### config.mk
export PLATFORM = sky130hd
export DESIGN_NAME = multi_edge_detector
export DESIGN_NICKNAME = d
export VERILOG_FILES = /design/src/rtl/edge_det_pkg.sv /design/src/rtl/edge_det_channel.sv /design/src/rtl/multi_edge_detector.sv
export SDC_FILE = /design/constraint.sdc
export NUM_CORES = 1
export LEC_CHECK = 0
export BUFFER_PORTS_ARGS = -buffer_cell sky130_fd_sc_hd__buf_2
export CORE_UTILIZATION = 40
export CTS_BUF_LIST = sky130_fd_sc_hd__clkbuf_4 sky130_fd_sc_hd__clkbuf_8
export DETAILED_ROUTE_END_ITERATION = 12
export PLACE_DENSITY_LB_ADDON = 0.3
export SETUP_SLACK_MARGIN = 0.3
export SLEW_MARGIN = 20
export SYNTH_ARGS = -nofsm -noshare
export SYNTH_HDL_FRONTEND = slang
export SYNTH_HIERARCHICAL = 1
export SYNTH_SLANG_ARGS = --single-unit
### constraint.sdc
create_clock -name clk -period 1.14 [get_ports clk]
set_clock_uncertainty 0.15 [all_clocks]
set_input_delay 0.171 -clock clk [delete_from_list [all_inputs] [get_ports clk]]
set_output_delay 0.171 -clock clk [all_outputs]
set_load 0.1 [all_outputs]
### src/rtl/edge_det_pkg.sv
// Shared constants for the multi-channel edge detector: per-channel edge-mode encodings.
package edge_det_pkg;

    localparam logic [1:0] MODE_OFF  = 2'b00;
    localparam logic [1:0] MODE_RISE = 2'b01;
    localparam logic [1:0] MODE_FALL = 2'b10;
    localparam logic [1:0] MODE_BOTH = 2'b11;

endpackage

### src/rtl/edge_det_channel.sv
// One edge-detector channel: input synchroniser, glitch filter, edge qualification,
// and the sticky pending/overrun flags.
module edge_det_channel
    import edge_det_pkg::*;
#(
    parameter int SYNC_STAGES   = 2,
    parameter int FILTER_CYCLES = 1,
    parameter bit RESET_LEVEL   = 1'b1
) (
    input  logic       clk,
    input  logic       rst,
    input  logic       din,
    input  logic [1:0] mode,
    input  logic       clr,
    output logic       edge_pulse,
    output logic       level,
    output logic       pending,
    output logic       overrun
);

    localparam int CW = $clog2(FILTER_CYCLES) + 1;
    localparam logic [CW-1:0] CNT_LAST = CW'(FILTER_CYCLES - 1);

    logic [SYNC_STAGES-1:0] sync_q;
    logic [CW-1:0]          cnt;
    logic                   s;
    logic                   upd;
    logic                   rise_en;
    logic                   fall_en;
    logic                   q;

    assign s = sync_q[SYNC_STAGES-1];

    // A level update and its qualification are decided in the same cycle, so a mode change
    // only ever affects the next accepted transition.
    always_comb begin
        upd     = (s != level) && (cnt == CNT_LAST);
        rise_en = (mode == MODE_RISE) || (mode == MODE_BOTH);
        fall_en = (mode == MODE_FALL) || (mode == MODE_BOTH);
        q       = upd && (s ? rise_en : fall_en);
    end

    always_ff @(posedge clk) begin
        if (!rst) begin
            sync_q     <= {SYNC_STAGES{RESET_LEVEL}};
            level      <= RESET_LEVEL;
            cnt        <= '0;
            edge_pulse <= 1'b0;
            pending    <= 1'b0;
            overrun    <= 1'b0;
        end else begin
            sync_q[0] <= din;
            for (int i = 1; i < SYNC_STAGES; i++) begin
                sync_q[i] <= sync_q[i-1];
            end

            if (s == level) begin
                cnt <= '0;
            end else if (upd) begin
                level <= s;
                cnt   <= '0;
            end else begin
                cnt <= cnt + CW'(1);
            end

            edge_pulse <= q;

            // A new event always wins over a clear so it is never lost.
            if (q) begin
                pending <= 1'b1;
                if (clr) begin
                    overrun <= 1'b0;
                end else if (pending) begin
                    overrun <= 1'b1;
                end
            end else if (clr) begin
                pending <= 1'b0;
                overrun <= 1'b0;
            end
        end
    end

endmodule

### src/rtl/multi_edge_detector.sv
// N-channel edge detector feeding the CPU event/interrupt logic; one independent
// channel per input plus a masked interrupt reduction.
module multi_edge_detector
    import edge_det_pkg::*;
#(
    parameter int NUM_CH        = 4,
    parameter int SYNC_STAGES   = 2,
    parameter int FILTER_CYCLES = 1,
    parameter bit RESET_LEVEL   = 1'b1
) (
    input  logic                  clk,
    input  logic                  rst,
    input  logic [NUM_CH-1:0]     din,
    input  logic [2*NUM_CH-1:0]   mode,
    input  logic [NUM_CH-1:0]     clr,
    input  logic [NUM_CH-1:0]     irq_mask,
    output logic [NUM_CH-1:0]     edge_pulse,
    output logic [NUM_CH-1:0]     level,
    output logic [NUM_CH-1:0]     pending,
    output logic [NUM_CH-1:0]     overrun,
    output logic                  irq
);

    for (genvar g = 0; g < NUM_CH; g++) begin : g_ch
        edge_det_channel #(
            .SYNC_STAGES  (SYNC_STAGES),
            .FILTER_CYCLES(FILTER_CYCLES),
            .RESET_LEVEL  (RESET_LEVEL)
        ) u_ch (
            .clk       (clk),
            .rst       (rst),
            .din       (din[g]),
            .mode      (mode[2*g+1:2*g]),
            .clr       (clr[g]),
            .edge_pulse(edge_pulse[g]),
            .level     (level[g]),
            .pending   (pending[g]),
            .overrun   (overrun[g])
        );
    end

    assign irq = |(pending & irq_mask);

endmodule

==> flow_metrics.tcl, run 1 <==
set metrics [dict create \
    run_status "finished, violations left" \
    violations "negative hold slack, negative setup slack" \
    synthAdderAreaFrac_pct 0 \
    ios 39 \
    crit_type "register to primary output" \
    drt_wl_total_um 2200 \
    instances_no_fill 177 \
    grt_max_degree 17 \
    grtUsageMet1_pct 20.0 \
    numPortBuffers 38 \
    busiest_layer "met2" \
    end_kind "primary output" \
    drtPass1Iterations 4 \
    worst_hold_path.endpoint "g_ch[1].u_ch/sync_q[0]" \
    layout.nets 172 \
    clock.fmax_mhz 686 \
    synth.net_count 117 \
    p_leak_nw 0.709 \
    core_region_area_mm2 0.00221 \
    ys_seq_area_share_pct 59.7 \
    grt_usage_pct 19.3 \
    grt-ovfl-total 0 \
    maxSlewViolCount 0 \
    synth-xor-area-share_pct 0 \
    rows 17 \
    layout_setup_ws_ns -0.319 \
    avgSynthCellArea_um2 9.89 \
    syn_inst 95 \
    whs_ns -0.126 \
    synthSimpleGateAreaFrac_pct 23.8 \
    multiInputGateArea_um2 407 \
    met2_usage_pct 38.2 \
    r2r-end "g_ch[2].u_ch/overrun" \
    htree_levels 1 \
    critPathMaxFanout 2 \
    use_met3_pct 3.94 \
    cts_buffers 3 \
    cts_num_sinks 28 \
    cp_data_required_time_ns 0.82 \
    rsz0062_at_grt "yes" \
    yosys_warnings 6 \
    die_area_mm2 0.00255 \
    fin_area_mm2 0.00170 \
    min_path_cells 2 \
    drive_above_1_share_pct 54.4 \
    drc 0 \
    hold_path.startpoint "din[1]" \
    min_period_ns 1.46 \
    maxCapViolations 0 \
    cts_tree "yes" \
    dieWidth_um 50.5 \
    placed_cells 167 \
    start_util_pct 42.5 \
    insertion_delay_ns 0.32 \
    vias_per_cell 4.56 \
    grt_pass1_vias 799 \
    ys_seq_elements 28 \
    n_antenna_cell 0 \
    max-vdd-ir-drop_mv 0.995 \
    drt_iter0_markers 10 \
    via_count 807 \
    gp_congestion 0.683 \
    dpl_cell_area_mm2 0.00154 \
    clkTransAtPathRegs_ns 0.14 \
    detail-route-antenna-nets 0 \
    register_area_um2 624 \
    synthDistinctLibCells 13 \
    synth-compound-area-share_pct 9.05 \
    startpoint_type "register" \
    finalSetupViolations 19 \
    area_delta_synth_final_pct 80.7 \
    clockBufferDepth 2 \
    wl_per_cell_um 12.4 \
    worst-r2r-setup-slack_ns -0.05 \
    synthMuxAreaShare_pct 4.26 \
    die_h_um 50.5 \
    hold_path_class "input pin to register" \
    hpwl_um 1550 \
    reg2reg_depth 6 \
    fin_crit_sh_pct 128 \
    antenna_found_initial 0 \
    syn_area_um2 940 \
    cts-root-buf "clkbuf_4" \
    nFillCells 151 \
    hold_viol_final 11 \
    synth_top_family_by_area "simple AND/OR/NAND/NOR gates" \
    reg2reg_from "g_ch[2].u_ch/pending" \
    crit_arrival_ns 1.14 \
    power_density_mw_per_mm2 1100 \
    grt_pass1_wl_um 3550 \
]
power by group:
part	internal, mW	switching (mW)	leakage, nW	total [mW]
Combinational	0.111	0.133	0.442	0.244
Sequential	0.977	0.0201	0.239	0.997
Clock	0.355	0.277	0.0279	0.632
metal layers:
metal	routed length, um	up-vias
met5	0	-
met4	31	0
met3	78	4
met2	1280	24
met1	809	367
li1	-	412
worst max path at each step:
stage / cells past startpoint / slack (ns) / to / start
global route: 3 / -0.37 / irq / g_ch[0].u_ch/pending
floorplan: 2 / -0.12 / irq / g_ch[2].u_ch/pending
CTS: 3 / -0.33 / irq / g_ch[2].u_ch/pending
global placement: 3 / 0.04 / irq / g_ch[2].u_ch/pending
detailed placement: 3 / 0.03 / irq / g_ch[2].u_ch/pending
finish: 3 / -0.32 / irq / g_ch[0].u_ch/pending
repair_timing:
action / 4_1_cts / 5_1_grt
gates cloned: 0 / 0
buffers inserted: 4 / 1
setup endpoints to repair: 33 / 33
pin swaps: 6 / 2
hold endpoints to repair: 14 / 12
gates resized for setup: 8 / 8
layout make-up:
class	instances	share of cell area, %
multi-input cells	63	23.9
clock buffers	3	1.33
repair buffers	50	33.2
clock inverters	1	1.77
well taps	28	2.06
flip-flops and latches	28	36.8
inverters	4	0.884
kinds of logic after synthesis:
family	count (synthesis)
mux	4
simple gates	41
compound gates	14
buf+inv	4
other cells	4
flops	28
metrics by stage:
stage	total power [mW]	setup TNS [ns]	setup WS, ns	hold slack (ns)	utilization [%]
after CTS	1.88	-1.96	-0.328	-0.143	74.6
after global placement	1.23	0	0.0422	0.201	69.7
after floorplan	1.13	-0.118	-0.118	0.0893	-
final	1.87	-1.79	-0.319	-0.126	76.8
after global routing	1.94	-2.49	-0.366	-0.143	76.8
after detailed placement	1.24	0	0.0270	0.206	69.7
synthesized netlist by cell type:
cell type / number / area, um^2
inv_1: 4 / 15.0
o21ai_1: 4 / 20.0
a21o_1: 4 / 30.0
a22oi_1: 2 / 15.0
dfxtp_1: 28 / 561
nor2b_1: 4 / 25.0
nor2_1: 4 / 15.0
a21oi_1: 4 / 20.0
conb_1: 4 / 15.0
nand2b_1: 12 / 75.1
nand2_1: 13 / 48.8
nand3b_1: 8 / 60.1
mux2i_1: 4 / 40.0
worst max-delay path: stages (launching register included):
cell	delay, ns
dfxtp_4	0.38
a22oi_2	0.19
nand2_4	0.07
buf_12	0.17
registers in the layout (all words and copies together) (netlist names):
signal and count:
g_ch.u_ch/edge_pulse 4, g_ch.u_ch/cnt 4, g_ch.u_ch/level 4, g_ch.u_ch/pending 4
g_ch.u_ch/sync_q 8, g_ch.u_ch/overrun 4
layout by cell type (no fill, tap or decap):
cell	instances
a21o_1	4
dfxtp_1	9
buf_6	7
nor2_1	4
nand3b_1	8
nor2b_1	4
mux2i_1	4
a21oi_2	4
conb_1	4
nand2_2	1
buf_12	17
inv_1	4
buf_4	4
dfxtp_2	3
o21ai_1	4
buf_2	21
clkbuf_4	3
nand2b_4	1
nand2_1	11
dlygate4sd3_1	1
nand2_4	1
dfxtp_4	16
bufinv_16	1
a22oi_2	2
nand2b_1	11
No activity file was read; power rests on OpenSTA's default activity.
==> inputs of run 2 (changes only) <==
--- a/config.mk
+++ b/config.mk
@@ -14,5 +14,4 @@
 export SLEW_MARGIN = 20
 export SYNTH_ARGS = -nofsm -noshare
 export SYNTH_HDL_FRONTEND = slang
-export SYNTH_HIERARCHICAL = 1
 export SYNTH_SLANG_ARGS = --single-unit
==> flow_metrics.tcl, run 2 <==
set metrics [dict create \
    grt_pass1_wl_um 2880 \
    whs_ns -0.121 \
    cts_tree "yes" \
    drive_above_1_share_pct 56.2 \
    run_status "finished, violations left" \
    combinationalPowerShare_pct 14.7 \
    utilization_pct 65.3 \
    layout.nets 170 \
    clkPwrFrac_pct 23.3 \
    ys_seq_area_share_pct 51.6 \
    top_register "g_ch.u_ch.sync_q" \
    placed_cells 166 \
    rows 18 \
    intPower_mw 1.24 \
    async_flop_share_pct 0 \
    crit_type "register to primary output" \
    cts_buffers 3 \
    hold_viol_final 8 \
    hold_path_class "input pin to register" \
    via_count 786 \
    avgSynthCellArea_um2 10.2 \
    largest_reg_flops 8 \
    critPathMaxFanout 2 \
    mostFrequentLayoutCells "buf_2 (21), buf_12 (17)" \
    power_density_mw_per_mm2 1000 \
    ys_seq_elements 28 \
    dieWidth_um 54.1 \
    min_period_ns 1.45 \
    synth_top_area_share_pct 51.6 \
    detail-route-antenna-nets 0 \
    final_common_cell "buf_2" \
    crit_end "irq" \
    p_sw_share_pct 24.9 \
    die_h_um 54.1 \
    syn_area_mm2 0.00109 \
    grt-ovfl-total 0 \
    clockBufferDepth 2 \
    numPortBuffers 38 \
    ios 39 \
    violations "negative hold slack, negative setup slack" \
    area_delta_synth_final_pct 51.6 \
    dpl_cell_area_mm2 0.00152 \
    r2r-end "g_ch[1].u_ch.pending" \
    start_util_pct 43.1 \
    layout_setup_ws_ns -0.309 \
    instances_no_fill 176 \
    switching_power_uw 410 \
    yosys_warnings 0 \
    rsz0062_at_grt "yes" \
    hpwl_um 1610 \
    maxSlewViolCount 0 \
    cts-root-buf "clkbuf_4" \
    crit_arrival_ns 1.13 \
    synth_edf_count 0 \
    insertion_delay_ns 0.31 \
    fin_crit_sh_pct 127 \
    netlist_top_cells_count "dfxtp_1 (28), buf_4 (16), nand2_1 (13)" \
    cts_num_sinks 28 \
    core_region_area_mm2 0.00252 \
    yosysMostFrequentCell "dfxtp_1" \
    startpoint "g_ch[1].u_ch.pending" \
    cp_data_required_time_ns 0.82 \
    vias_per_cell 4.47 \
    clkTransAtPathRegs_ns 0.14 \
    drtPass1Iterations 4 \
    nFillCells 220 \
    reg2reg_from "g_ch[1].u_ch.level" \
    yosys-top-cells-area "dfxtp_1 (52%), buf_4 (11%), nand2b_1 (6.9%)" \
    synth_area_leader_cell "dfxtp_1" \
    drc 0 \
    htree_levels 1 \
    p_leak_nw 0.696 \
    finalSetupViolations 17 \
    grt_pass1_vias 739 \
    clock.fmax_mhz 690 \
    reg2reg_depth 3 \
    startpoint_type "register" \
    max-vdd-ir-drop_mv 0.695 \
    grt_usage_pct 14.3 \
    syn_inst 106 \
    wl_per_cell_um 11.1 \
    drt_iter0_markers 7 \
    maxCapViolations 0 \
    drt_wl_total_um 1960 \
    grt_max_degree 15 \
    fin_area_mm2 0.00165 \
    hold_path.startpoint "din[0]" \
    worst-r2r-setup-slack_ns 0.04 \
    antenna_found_initial 0 \
    end_kind "primary output" \
    power.share.sequential_pct 62.0 \
    synthDistinctLibCells 15 \
    die_area_mm2 0.00293 \
    n_antenna_cell 0 \
    gp_congestion 0.671 \
    synth-main-ff-cell "dfxtp_1" \
]
## run 2: changes by cell type after synthesis, sizes merged
cell,before,now
nor2b,4,0
conb,4,1
buf,0,17
and2b,0,4
inv,4,1
## run 2: cells by family after synthesis
kind of cell | count (synthesis) | share of synthesized area, %
simple gates | 41 | 21.1
flops | 28 | 51.6
buf+inv | 18 | 12.7
compound gates | 14 | 10.6
mux | 4 | 3.69
other cells | 1 | 0.345
## run 2: worst min path at each step
| stage | cells after the start | slack (ns) | end |
|---|---|---|---|
| floorplan | 1 | 0.09 | g_ch[1].u_ch.sync_q[1] |
| global placement | 2 | 0.20 | g_ch[0].u_ch.sync_q[0] |
| detailed placement | 2 | 0.21 | g_ch[0].u_ch.sync_q[0] |
| CTS | 2 | -0.14 | g_ch[0].u_ch.sync_q[0] |
| global route | 2 | -0.14 | g_ch[3].u_ch.sync_q[0] |
| finish | 2 | -0.12 | g_ch[0].u_ch.sync_q[0] |
## run 2: final cells by class
type	count	area [um^2]	share of cell area, %
multi-input cells	63	417	25.3
clock buffers	3	22.5	1.37
flip-flops and latches	28	591	35.9
well taps	30	37.5	2.28
inverters	1	6.26	0.380
repair buffers	51	573	34.8
## run 2: critical path, stage by stage, from the launching register on
cell	delay [ns]
dfxtp_2	0.35
a22oi_2	0.22
nand2_4	0.07
buf_12	0.17
## run 2: stage by stage
step           worst slack [ns]  TNS [ns]  total power [mW]
2_1_floorplan            0.0878         0              1.20
3_3_place_gp             0.0598         0              1.27
3_5_place_dp             0.0392         0              1.28
4_1_cts                  -0.332     -1.67              1.67
5_1_grt                  -0.361     -2.27              1.73
6_report                 -0.309     -1.42              1.65
## run 2: power groups by stage
stage | logic, mW | registers, mW | clock network, mW
2_1_floorplan | 0.155 | 1.05 | 0
3_3_place_gp | 0.225 | 1.05 | 0
3_5_place_dp | 0.231 | 1.05 | 0
4_1_cts | 0.241 | 1.02 | 0.412
5_1_grt | 0.254 | 1.03 | 0.452
6_report | 0.241 | 1.02 | 0.384
## run 2: metal layers
layer | vias up | track usage (%) | wire, um
li1 | 407 | - | -
met1 | 356 | 13.1 | 746
met2 | 21 | 29.4 | 1100
met3 | 2 | 3.39 | 103
met4 | 0 | 5.13 | 10
met5 | - | 0 | 0
## run 2: repair_timing
item	in CTS	in global routing
gates resized for setup	18	1
pin swaps	3	3
hold endpoints to repair	9	9
endpoints found under the setup margin	33	33
setup buffers	4	3
==> inputs of run 3 (changes only) <==
--- a/config.mk
+++ b/config.mk
@@ -10,6 +10,7 @@
 export CTS_BUF_LIST = sky130_fd_sc_hd__clkbuf_4 sky130_fd_sc_hd__clkbuf_8
 export DETAILED_ROUTE_END_ITERATION = 12
 export PLACE_DENSITY_LB_ADDON = 0.3
+export REMOVE_ABC_BUFFERS = 1
 export SETUP_SLACK_MARGIN = 0.3
 export SLEW_MARGIN = 20
 export SYNTH_ARGS = -nofsm -noshare
==> flow_metrics.tcl, run 3 (synthesis gave the netlist of run 2 again) <==
set metrics [dict create \
    dr_wl_met2_um 1130 \
    clock.fmax_mhz 716 \
    max-vdd-ir-drop_mv 0.739 \
    layout.nets 178 \
    whs_ns -0.113 \
    drtPass1Iterations 2 \
    hold_path_class "input pin to register" \
    area_delta_synth_final_pct 59.1 \
    rows 18 \
    via_count 852 \
    mostFrequentLayoutCells "buf_2 (21), buf_12 (17), dfxtp_2 (16)" \
    cp_data_required_time_ns 0.82 \
    drt_wl_total_um 2110 \
    grt_pass1_vias 862 \
    detail-route-antenna-nets 0 \
    hold_viol_final 7 \
    grt-ovfl-total 0 \
    numPortBuffers 38 \
    grt_max_degree 15 \
    antenna_found_initial 0 \
    met1Wirelength_um 790 \
    grt_usage_pct 17.1 \
    dpl_cell_area_mm2 0.00152 \
    final_common_cell "buf_2" \
    end_kind "primary output" \
    placed_cells 169 \
    maxSlewViolCount 0 \
    crit_arrival_ns 1.07 \
    fin_area_mm2 0.00173 \
    fin_crit_sh_pct 122 \
    min_period_ns 1.40 \
    rsz0062_at_grt "yes" \
    violations "negative hold slack, negative setup slack" \
    ios 39 \
    drive_above_1_share_pct 60.4 \
    start_util_pct 43.1 \
    p_leak_nw 0.747 \
    grt_pass1_wl_um 3460 \
    hpwl_um 1540 \
    crit_type "register to primary output" \
    power_density_mw_per_mm2 949 \
    drt_iter0_markers 3 \
    htree_levels 1 \
    cts_num_sinks 28 \
    finalSetupViolations 19 \
    clockBufferDepth 2 \
    drc 0 \
    pre_cts_slack_ns 0.0624 \
    n_antenna_cell 0 \
    instances_no_fill 184 \
    wl_per_cell_um 11.5 \
    core_region_area_mm2 0.00252 \
    maxCapViolations 0 \
    top_layer "met4" \
    cts_buffers 3 \
    run_status "finished, violations left" \
    die_h_um 54.1 \
    die_area_mm2 0.00293 \
    startpoint_type "register" \
    largest_reg_flops 8 \
    clkTransAtPathRegs_ns 0.13 \
    gp_congestion 0.639 \
    layout_setup_ws_ns -0.256 \
    vias_per_cell 4.63 \
    dieWidth_um 54.1 \
    critPathMaxFanout 2 \
    top_register "g_ch.u_ch.sync_q" \
    insertion_delay_ns 0.30 \
    cts_tree "yes" \
    met3WireLength_um 146 \
    cts-root-buf "clkbuf_4" \
]
==> run 3: worst paths after layout <==
path,from,end,slack [ns],cells past startpoint
worst max-delay path,g_ch[1].u_ch.pending,irq,-0.26,3
worst min-delay path,din[1],g_ch[1].u_ch.sync_q[0],-0.11,2
worst max register to register,g_ch[3].u_ch.level,g_ch[3].u_ch.pending,-0.02,4
worst min register to register,g_ch[0].u_ch.sync_q[0],g_ch[0].u_ch.sync_q[1],0.27,1
==> run 3: timing repair <==
item	4_1_cts	5_1_grt
setup endpoints to repair	33	33
buffers inserted	11	1
pin swaps	10	5
gates resized for setup	34	3
endpoints found under the hold margin	10	10
==> run 3: metrics by stage <==
stage / util (%) / power, mW / setup TNS (ns)
floorplan: - / 1.16 / -10.01
global placement: 60.1 / 1.27 / 0
detailed placement: 60.1 / 1.28 / 0
CTS: 68.0 / 1.66 / -1.94
global route: 68.5 / 1.73 / -2.84
finish: 68.5 / 1.64 / -1.63
==> run 3: where the power goes <==
part / switching (mW) / total (mW) / internal [mW]
clock: 0.239 / 0.362 / 0.123
combinational: 0.135 / 0.255 / 0.120
sequential: 0.0171 / 1.02 / 1.01
total: 0.391 / 1.64 / 1.25
==> run 3: routing by layer <==
layer,track usage [%],vias to the layer above
met5,0,-
met4,8.55,0
met3,4.80,4
met2,33.1,30
met1,16.2,395
li1,-,423
==> run 3: final cells by class <==
| class | instances | area (um^2) |
|---|---|---|
| clock buffers | 3 | 22.5 |
| fillers | 199 | 795 |
| inverters | 1 | 6.26 |
| multi-input cells | 63 | 422 |
| flip-flops and latches | 28 | 584 |
| well taps | 30 | 37.5 |
| repair buffers | 59 | 656 |
==> run 3: worst max-delay path, cell delays in order, from the launching register on <==
cell	delay [ns]
dfxtp_2	0.35
a22oi_2	0.16
nand2_2	0.09
buf_12	0.17
